$ cat src/rtl/slow_window_ctl.sv
// slow_window_ctl
//
// Watches bus cycles to peripheral chip selects. When a cycle hits a device whose slow enable
// is set, the block runs a request/acknowledge handshake with the clock switcher so the access
// runs at slow timing. Slow mode is held for SlowTimeout prescaler ticks after the last
// qualifying access and is then released.
//
// Ports:
//   CLK, nPOR        clock and synchronous active-low reset
//   BACT             bus cycle active
//   *CS              decoded chip selects (valid while BACT)
//   Slow*            per-device slow enables
//   SlowClockGate    clock-gate enable from settings
//   SlowTimeout[3:0] hold length in ticks
//   Tick             one-cycle prescaler pulse
//   SlowAck          clock switcher reports slow timing in effect
//   SlowReq          request slow timing (registered)
//   Stall            hold current bus cycle (combinational)
//   ClockGate        gate fast clock while slow (registered)
//   Holding          hold counter running (registered)
//
// Optional feature: define SLOW_CLOCKGATE_EN to drive ClockGate; otherwise it is tied low.

module slow_window_ctl (
  input  logic       CLK,
  input  logic       nPOR,
  input  logic       BACT,
  input  logic       IACKCS,
  input  logic       VIACS,
  input  logic       IWMCS,
  input  logic       SCCCS,
  input  logic       SCSICS,
  input  logic       SndCS,
  input  logic       SlowIACK,
  input  logic       SlowVIA,
  input  logic       SlowIWM,
  input  logic       SlowSCC,
  input  logic       SlowSCSI,
  input  logic       SlowSnd,
  input  logic       SlowClockGate,
  input  logic [3:0] SlowTimeout,
  input  logic       Tick,
  input  logic       SlowAck,
  output logic       SlowReq,
  output logic       Stall,
  output logic       ClockGate,
  output logic       Holding
);

  typedef enum logic [2:0] {
    StFast,
    StReq,
    StSlow,
    StHold,
    StRel
  } state_e;

  state_e     state_q, state_d;
  logic [3:0] cnt_q, cnt_d;
  logic       slow_req_q, slow_req_d;
  logic       clock_gate_q, clock_gate_d;
  logic       holding_q, holding_d;
  logic       qual;

  assign qual = BACT & ((IACKCS & SlowIACK) | (VIACS & SlowVIA) | (IWMCS & SlowIWM) |
                        (SCCCS & SlowSCC) | (SCSICS & SlowSCSI) | (SndCS & SlowSnd));

  always_comb begin
    state_d = state_q;
    cnt_d   = cnt_q;
    unique case (state_q)
      StFast: if (qual) state_d = StReq;
      StReq:  if (SlowAck) state_d = StSlow;
      StSlow: begin
        if (!BACT) begin
          if (SlowTimeout == 4'd0) begin
            state_d = StRel;
          end else begin
            // Timeout is captured here; later settings writes leave a running hold alone.
            cnt_d   = SlowTimeout;
            state_d = StHold;
          end
        end
      end
      StHold: begin
        // A new qualifying access beats a coincident final tick.
        if (qual) begin
          cnt_d   = 4'd0;
          state_d = StSlow;
        end else if (Tick) begin
          if (cnt_q <= 4'd1) begin
            cnt_d   = 4'd0;
            state_d = StRel;
          end else begin
            cnt_d = cnt_q - 4'd1;
          end
        end
      end
      StRel:   if (!SlowAck) state_d = StFast;
      default: state_d = StFast;
    endcase
  end

  // Registered outputs follow the next state so they line up with the state register.
  always_comb begin
    slow_req_d = (state_d == StReq) || (state_d == StSlow) || (state_d == StHold);
    holding_d  = (state_d == StHold);
`ifdef SLOW_CLOCKGATE_EN
    clock_gate_d = SlowClockGate & ((state_d == StSlow) || (state_d == StHold));
`else
    clock_gate_d = 1'b0;
`endif
  end

`ifndef SLOW_CLOCKGATE_EN
  logic unused_slow_clock_gate;
  assign unused_slow_clock_gate = SlowClockGate;
`endif

  always_ff @(posedge CLK) begin
    if (!nPOR) begin
      state_q      <= StFast;
      cnt_q        <= 4'd0;
      slow_req_q   <= 1'b0;
      clock_gate_q <= 1'b0;
      holding_q    <= 1'b0;
    end else begin
      state_q      <= state_d;
      cnt_q        <= cnt_d;
      slow_req_q   <= slow_req_d;
      clock_gate_q <= clock_gate_d;
      holding_q    <= holding_d;
    end
  end

  // Stall only while slow timing is not yet (or no longer) in effect.
  assign Stall = nPOR & qual &
                 ((state_q == StFast) || (state_q == StReq) || (state_q == StRel));

  assign SlowReq   = slow_req_q;
  assign ClockGate = clock_gate_q;
  assign Holding   = holding_q;

endmodule

$ cat config.mk
export PLATFORM = sky130hd
export DESIGN_NAME = slow_window_ctl
export DESIGN_NICKNAME = d
export VERILOG_FILES = /design/src/rtl/slow_window_ctl.sv
export SDC_FILE = /design/constraint.sdc
export NUM_CORES = 1
export LEC_CHECK = 0
export BUFFER_PORTS_ARGS = -buffer_cell sky130_fd_sc_hd__buf_4
export CELL_PAD_IN_SITES_DETAIL_PLACEMENT = 0
export CELL_PAD_IN_SITES_GLOBAL_PLACEMENT = 2
export CORE_AREA = 2 2 48 61
export CTS_CLUSTER_DIAMETER = 30
export DETAILED_ROUTE_END_ITERATION = 8
export DIE_AREA = 0 0 50 63
export PLACE_DENSITY = 0.81
export SETUP_SLACK_MARGIN = 0.3
export SLEW_MARGIN = 40
export SYNTH_ARGS = -nofsm -noshare
export SYNTH_HDL_FRONTEND = slang
export SYNTH_SLANG_ARGS = --single-unit
export TNS_END_PERCENT = 20
$ cat constraint.sdc
create_clock -name CLK -period 3.84 [get_ports CLK]
set_clock_uncertainty 0.15 [all_clocks]
set_input_delay 0.768 -clock CLK [delete_from_list [all_inputs] [get_ports CLK]]
set_output_delay 0.768 -clock CLK [all_outputs]
set_load 0.02 [all_outputs]
Yosys cells after proc, flatten, opt, wreduce, memory -nomap -nowiden
Index checks and enable logic that the tools add are counted.
{"block": "totals", "input_bits": 22, "elab_cells": 53, "regBits": 9, "output_inout_bits": 4}
{"block": "op_classes", "eq_ne": 10, "add_sub_neg": 1, "n_reduce_logical": 8, "n_mux": 15, "magnitude_cmp": 1, "n_bitwise": 14}
{"op": "$mux W3", "n": 8}
{"op": "$mux W4", "n": 5}
{"op": "$pmux W3 S5", "n": 1}
{"op": "$eq A3 B2 Y1 const B", "n": 4}
{"op": "$and A1 B1 Y1", "n": 9}
{"op": "$pmux W4 S2", "n": 1}
{"op": "$eq A3 B1 Y1 const B", "n": 2}
{"op": "$or A1 B1 Y1", "n": 5}
{"op": "$le A4 B1 Y1 const B", "n": 1}
{"op": "$logic_not A4 Y1", "n": 1}
{"op": "$logic_or A1 B1 Y1", "n": 4}
{"op": "$ne A2 B2 Y1 const B", "n": 2}
{"op": "$reduce_and A4 Y1", "n": 1}
{"op": "$sub A4 B1 Y4 const B", "n": 1}
{"op": "$eq A3 B3 Y1 const B", "n": 1}
{"op": "$logic_not A3 Y1", "n": 1}
{"op": "$ne A3 B3 Y1 const B", "n": 1}
{"op": "$reduce_bool A2 Y1", "n": 1}

Depth between registers and ports, before layout
{"block": "logic_depth", "depth_word": 12, "depth_mapped": 7, "ltp_nobuf": 7}

Worst setup path after synthesis
Ideal clock, no wire load.
{"block": "synth_timing", "path_type": "input-to-output", "startpoint": "in SCSICS", "endpoint": "out Stall", "stages": 3, "path_slack_ns": 0.753, "t_required_ns": 2.922, "arrival_time_ns": 2.169, "path_buffers": 0, "path_cell_list": "a22o_1 o31ai_4 a2111oi_0"}
{"block": "synth_via", "elab_chain_len": 6}
{"element": "from (decl)", "line_no": "32", "rtl": "input logic SCSICS,"}
{"element": "$and A1 B1 Y1", "line_no": "66", "rtl": "(SCCCS & SlowSCC) | (SCSICS & SlowSCSI) | (SndCS & SlowSnd));"}
{"element": "$or A1 B1 Y1 (2 in a row)", "line_no": "66"}
{"element": "$and A1 B1 Y1", "line_no": "65", "rtl": "assign qual = BACT & ((IACKCS & SlowIACK) | (VIACS & SlowVIA) | (IWMCS & SlowIWM) |"}
{"element": "$and A1 B1 Y1 (2 in a row)", "line_no": "137", "rtl": "assign Stall = nPOR & qual &"}
{"element": "to (decl)", "line_no": "45", "rtl": "output logic Stall,"}
No other way between the ends.

Final worst setup path
Ends and elaborated chain as after synthesis.

==> summary.txt <==
Synthesis
  • Primary FF master, synth: dfxtp_1
  • Compound-Gate Fraction of Synth Area: 0.391
  • Avg Inst Size Synth: approximately 8.3 sq um
  • Synth cell types: 38
  • Mux contribution to synthesized area: 0.0153
  • Most numerous cell in the Yosys netlist: nor2_1
  • Most common library cells after synthesis: 11 x nor2_1, 9 x dfxtp_1, 5 x a21oi_1, 5 x inv_1, 5 x o21ai_0
  • Gate Count Post-Synth: slightly below 80
  • Simple-Gate Fraction of Synth Area: 0.200
  • Synth Area in XOR/XNOR: 0
  • Area contributors post-synth: dfxtp_1 27%, nor2_1 6.3%, a21oi_1 3.8%
  • Share of the synthesized area in the top cell type: 0.275
  • Mapped Nets: 103
  • Area leader, netlist: dfxtp_1
  • EDFF count, synth: 0
  • Synth async-reset ratio: 0
  • Synth Area in Adders: 0.0382
  • Largest family of logic cells by synthesized area: compound AO/OA/AOI/OAI gates
  • Sequential share of the synthesized area: 0.275
  • Synth Cell Area: between 600 and 700 sq um
  • Ys Warns: 0
  • FF+latch count, synth: 9

Setup path
  • Cell count of the worst reg-to-reg path: 5
  • Crit path launch type: primary input
  • FF-to-FF setup slack: approximately 2 ns
  • Critical path required time: approximately 3 ns
  • Setup CP Type: in -> out
  • Worst setup EP type: primary output
  • Crit path launch: SCSICS
  • Critical path peak fanout: 10
  • Critical Path Sink: Stall
  • Worst r2r src: state_q[1]
  • Arrival @ worst endpoint: around 1.9 ns
  • RR Endpoint: cnt_q[3]

CTS
  • Root buf cell: clkbuf_4
  • Num CTS Buffers: 3
  • CTS H-tree lvls: 1
  • CTS tree: yes
  • Register clock-pin slew on the reported worst setup and hold paths: about 0.06 ns
  • # clock sinks: 9
  • Post-CTS sizing: 0
  • # hold bufs at CTS: 0
  • Clock Latency Late Sink: about 0.26 ns
  • CTS Buffer Depth: 2
  • Post-CTS Setup Inserts: 0

Floorplan
  • Io pins: 26
  • Core area: approximately 2600 sq um
  • Die area: about 3200 sq um
  • Initial Utilization: 0.252
  • Row Count: 21
  • Die X: roughly 50 um
  • Die Ht: between 60 and 70 um

Pwr
  • Max IR drop VDD: 0.148 mV
  • Leak: roughly 0.35 nW
  • PD cells: between 200 and 300 nW/um^2

Placed design
  • Dpl ws: approximately 1.0 ns
  • Gpl congestion: around 0.79
  • IO Port Bufs: 23
  • DP HPWL: about 1500 um

Global route
  • Number of global-route vias before repair: slightly below 700
  • GRT Overall Usage: 0.127
  • Largest net degree at the start of global routing: 14
  • Grt ovf: 0
  • Initial antenna violation count: 0
  • Global-route wire length before repair: 3050 um

Route
  • Metal-1 WL: roughly 710 um
  • DRC: 0
  • Metal2 WL: roughly 900 um
  • DRT Pass-1 Iters: 4
  • DRT Wirelength: roughly 1800 um
  • Vias/cell: approximately 5.2
  • Final ANT Viol Nets: 0
  • Met3 Wirelength: ~130 um
  • DR iter-0 viols: 17
  • Top sig layer: met4
  • WL per Instance: between 10 and 15 um
  • Via count: roughly 700

Timing
  • Final Setup Violations: 0
  • Setup TNS: 0 ns
  • Final setup margin: about 1 ns
  • Fin crit share: 0.739
  • Fmax: 353 MHz
  • Tmin final: between 2 and 3 ns
  • Endpoints failing hold: 0
  • RSZ-0062 raised after global routing: false
  • Pins Over Slew Limit: 0

Run
  • Max-cap violations: 0

Cells and area
  • Synthesis-to-layout area growth: 32.3%
  • Layout cells sized above 1: 0.340
  • Ant. Diodes: 0
  • Fillers: 282
  • NumNets Final: around 130

Worst hold path
  • HP Class: reg -> reg

Status
  • Outcome: complete, no violations
## how the worst min path moves through the flow
stage / cells after the start / start / to / slack, ns
after floorplan: 1 / cnt_q[1] / cnt_q[1] / 0.37
after global placement: 1 / cnt_q[1] / cnt_q[1] / 0.39
after detailed placement: 1 / cnt_q[1] / cnt_q[1] / 0.40
after CTS: 1 / cnt_q[1] / cnt_q[1] / 0.41
after global routing: 1 / cnt_q[1] / cnt_q[1] / 0.44
final: 1 / cnt_q[1] / cnt_q[1] / 0.42
## worst max-delay path, stage by stage
cell and delay [ns]:
buf_4 0.11, a22o_1 0.25, o31ai_4 0.47, a2111oi_0 0.13
buf_4 0.20
## cell type report
| class | count | area (sq um) | area share |
|---|---|---|---|
| repair buffers | 23 | 173 | 0.199 |
| flip-flops and latches | 9 | 180 | 0.208 |
| clock buffers | 4 | 26.3 | 0.0303 |
| inverters | 5 | 18.8 | 0.0216 |
| multi-input cells | 62 | 427 | 0.492 |
| well taps | 34 | 42.5 | 0.0491 |
## layer usage
layer / global-route usage / vias up
met1: 0.136 / 326
met5: 0 / -
li1: - / 348
met3: 0.0407 / 6
met2: 0.212 / 33
met4: 0.0729 / 0
## cells by family (layout without fill, tap and decap cells)
logic type	Yosys count	in the layout
multiplexers	1	1
buffers and inverters	8	32
other	1	1
AND/OR/NAND/NOR	26	26
AO/OA/AOI/OAI	32	32
flip-flops	9	9
adder cells (fa/ha/maj)	2	2
## report_power, final
part           internal, mW  switching, mW  total (mW)  leakage, nW
registers             0.100        0.00991       0.110       0.0734
clock network        0.0400         0.0326      0.0726       0.0150
logic                0.0379         0.0380      0.0759        0.263
## stage by stage
stage | std cells | power [mW] | area, sq um | hold slack [ns] | util
floorplan | 79 | 0.160 | 656 | 0.370 | -
global placement | 133 | 0.187 | 841 | 0.393 | 0.323
detailed placement | 133 | 0.188 | 841 | 0.399 | 0.323
CTS | 137 | 0.264 | 867 | 0.414 | 0.333
global route | 137 | 0.279 | 867 | 0.444 | 0.333
finish | 137 | 0.259 | 867 | 0.416 | 0.333
## flip-flops by register name, summed over array words and instances (netlist names)
signal,flops
Holding,1
SlowReq,1
cnt_q,4
state_q,3
## cell usage in the layout, fill, tap and decap left out, types with 2 or more instances in the layout
| cell type | instances |
|---|---|
| a21oi_1 | 5 |
| a22o_1 | 2 |
| buf_4 | 23 |
| clkbuf_4 | 3 |
| dfxtp_1 | 9 |
| ha_1 | 2 |
| inv_1 | 5 |
| nand2_1 | 4 |
| nand3_1 | 2 |
| nor2_1 | 11 |
| nor3_1 | 2 |
| o21ai_0 | 5 |
| o21ai_1 | 2 |
| o22ai_1 | 3 |
Note: power is estimated with default switching activity, not from simulation.
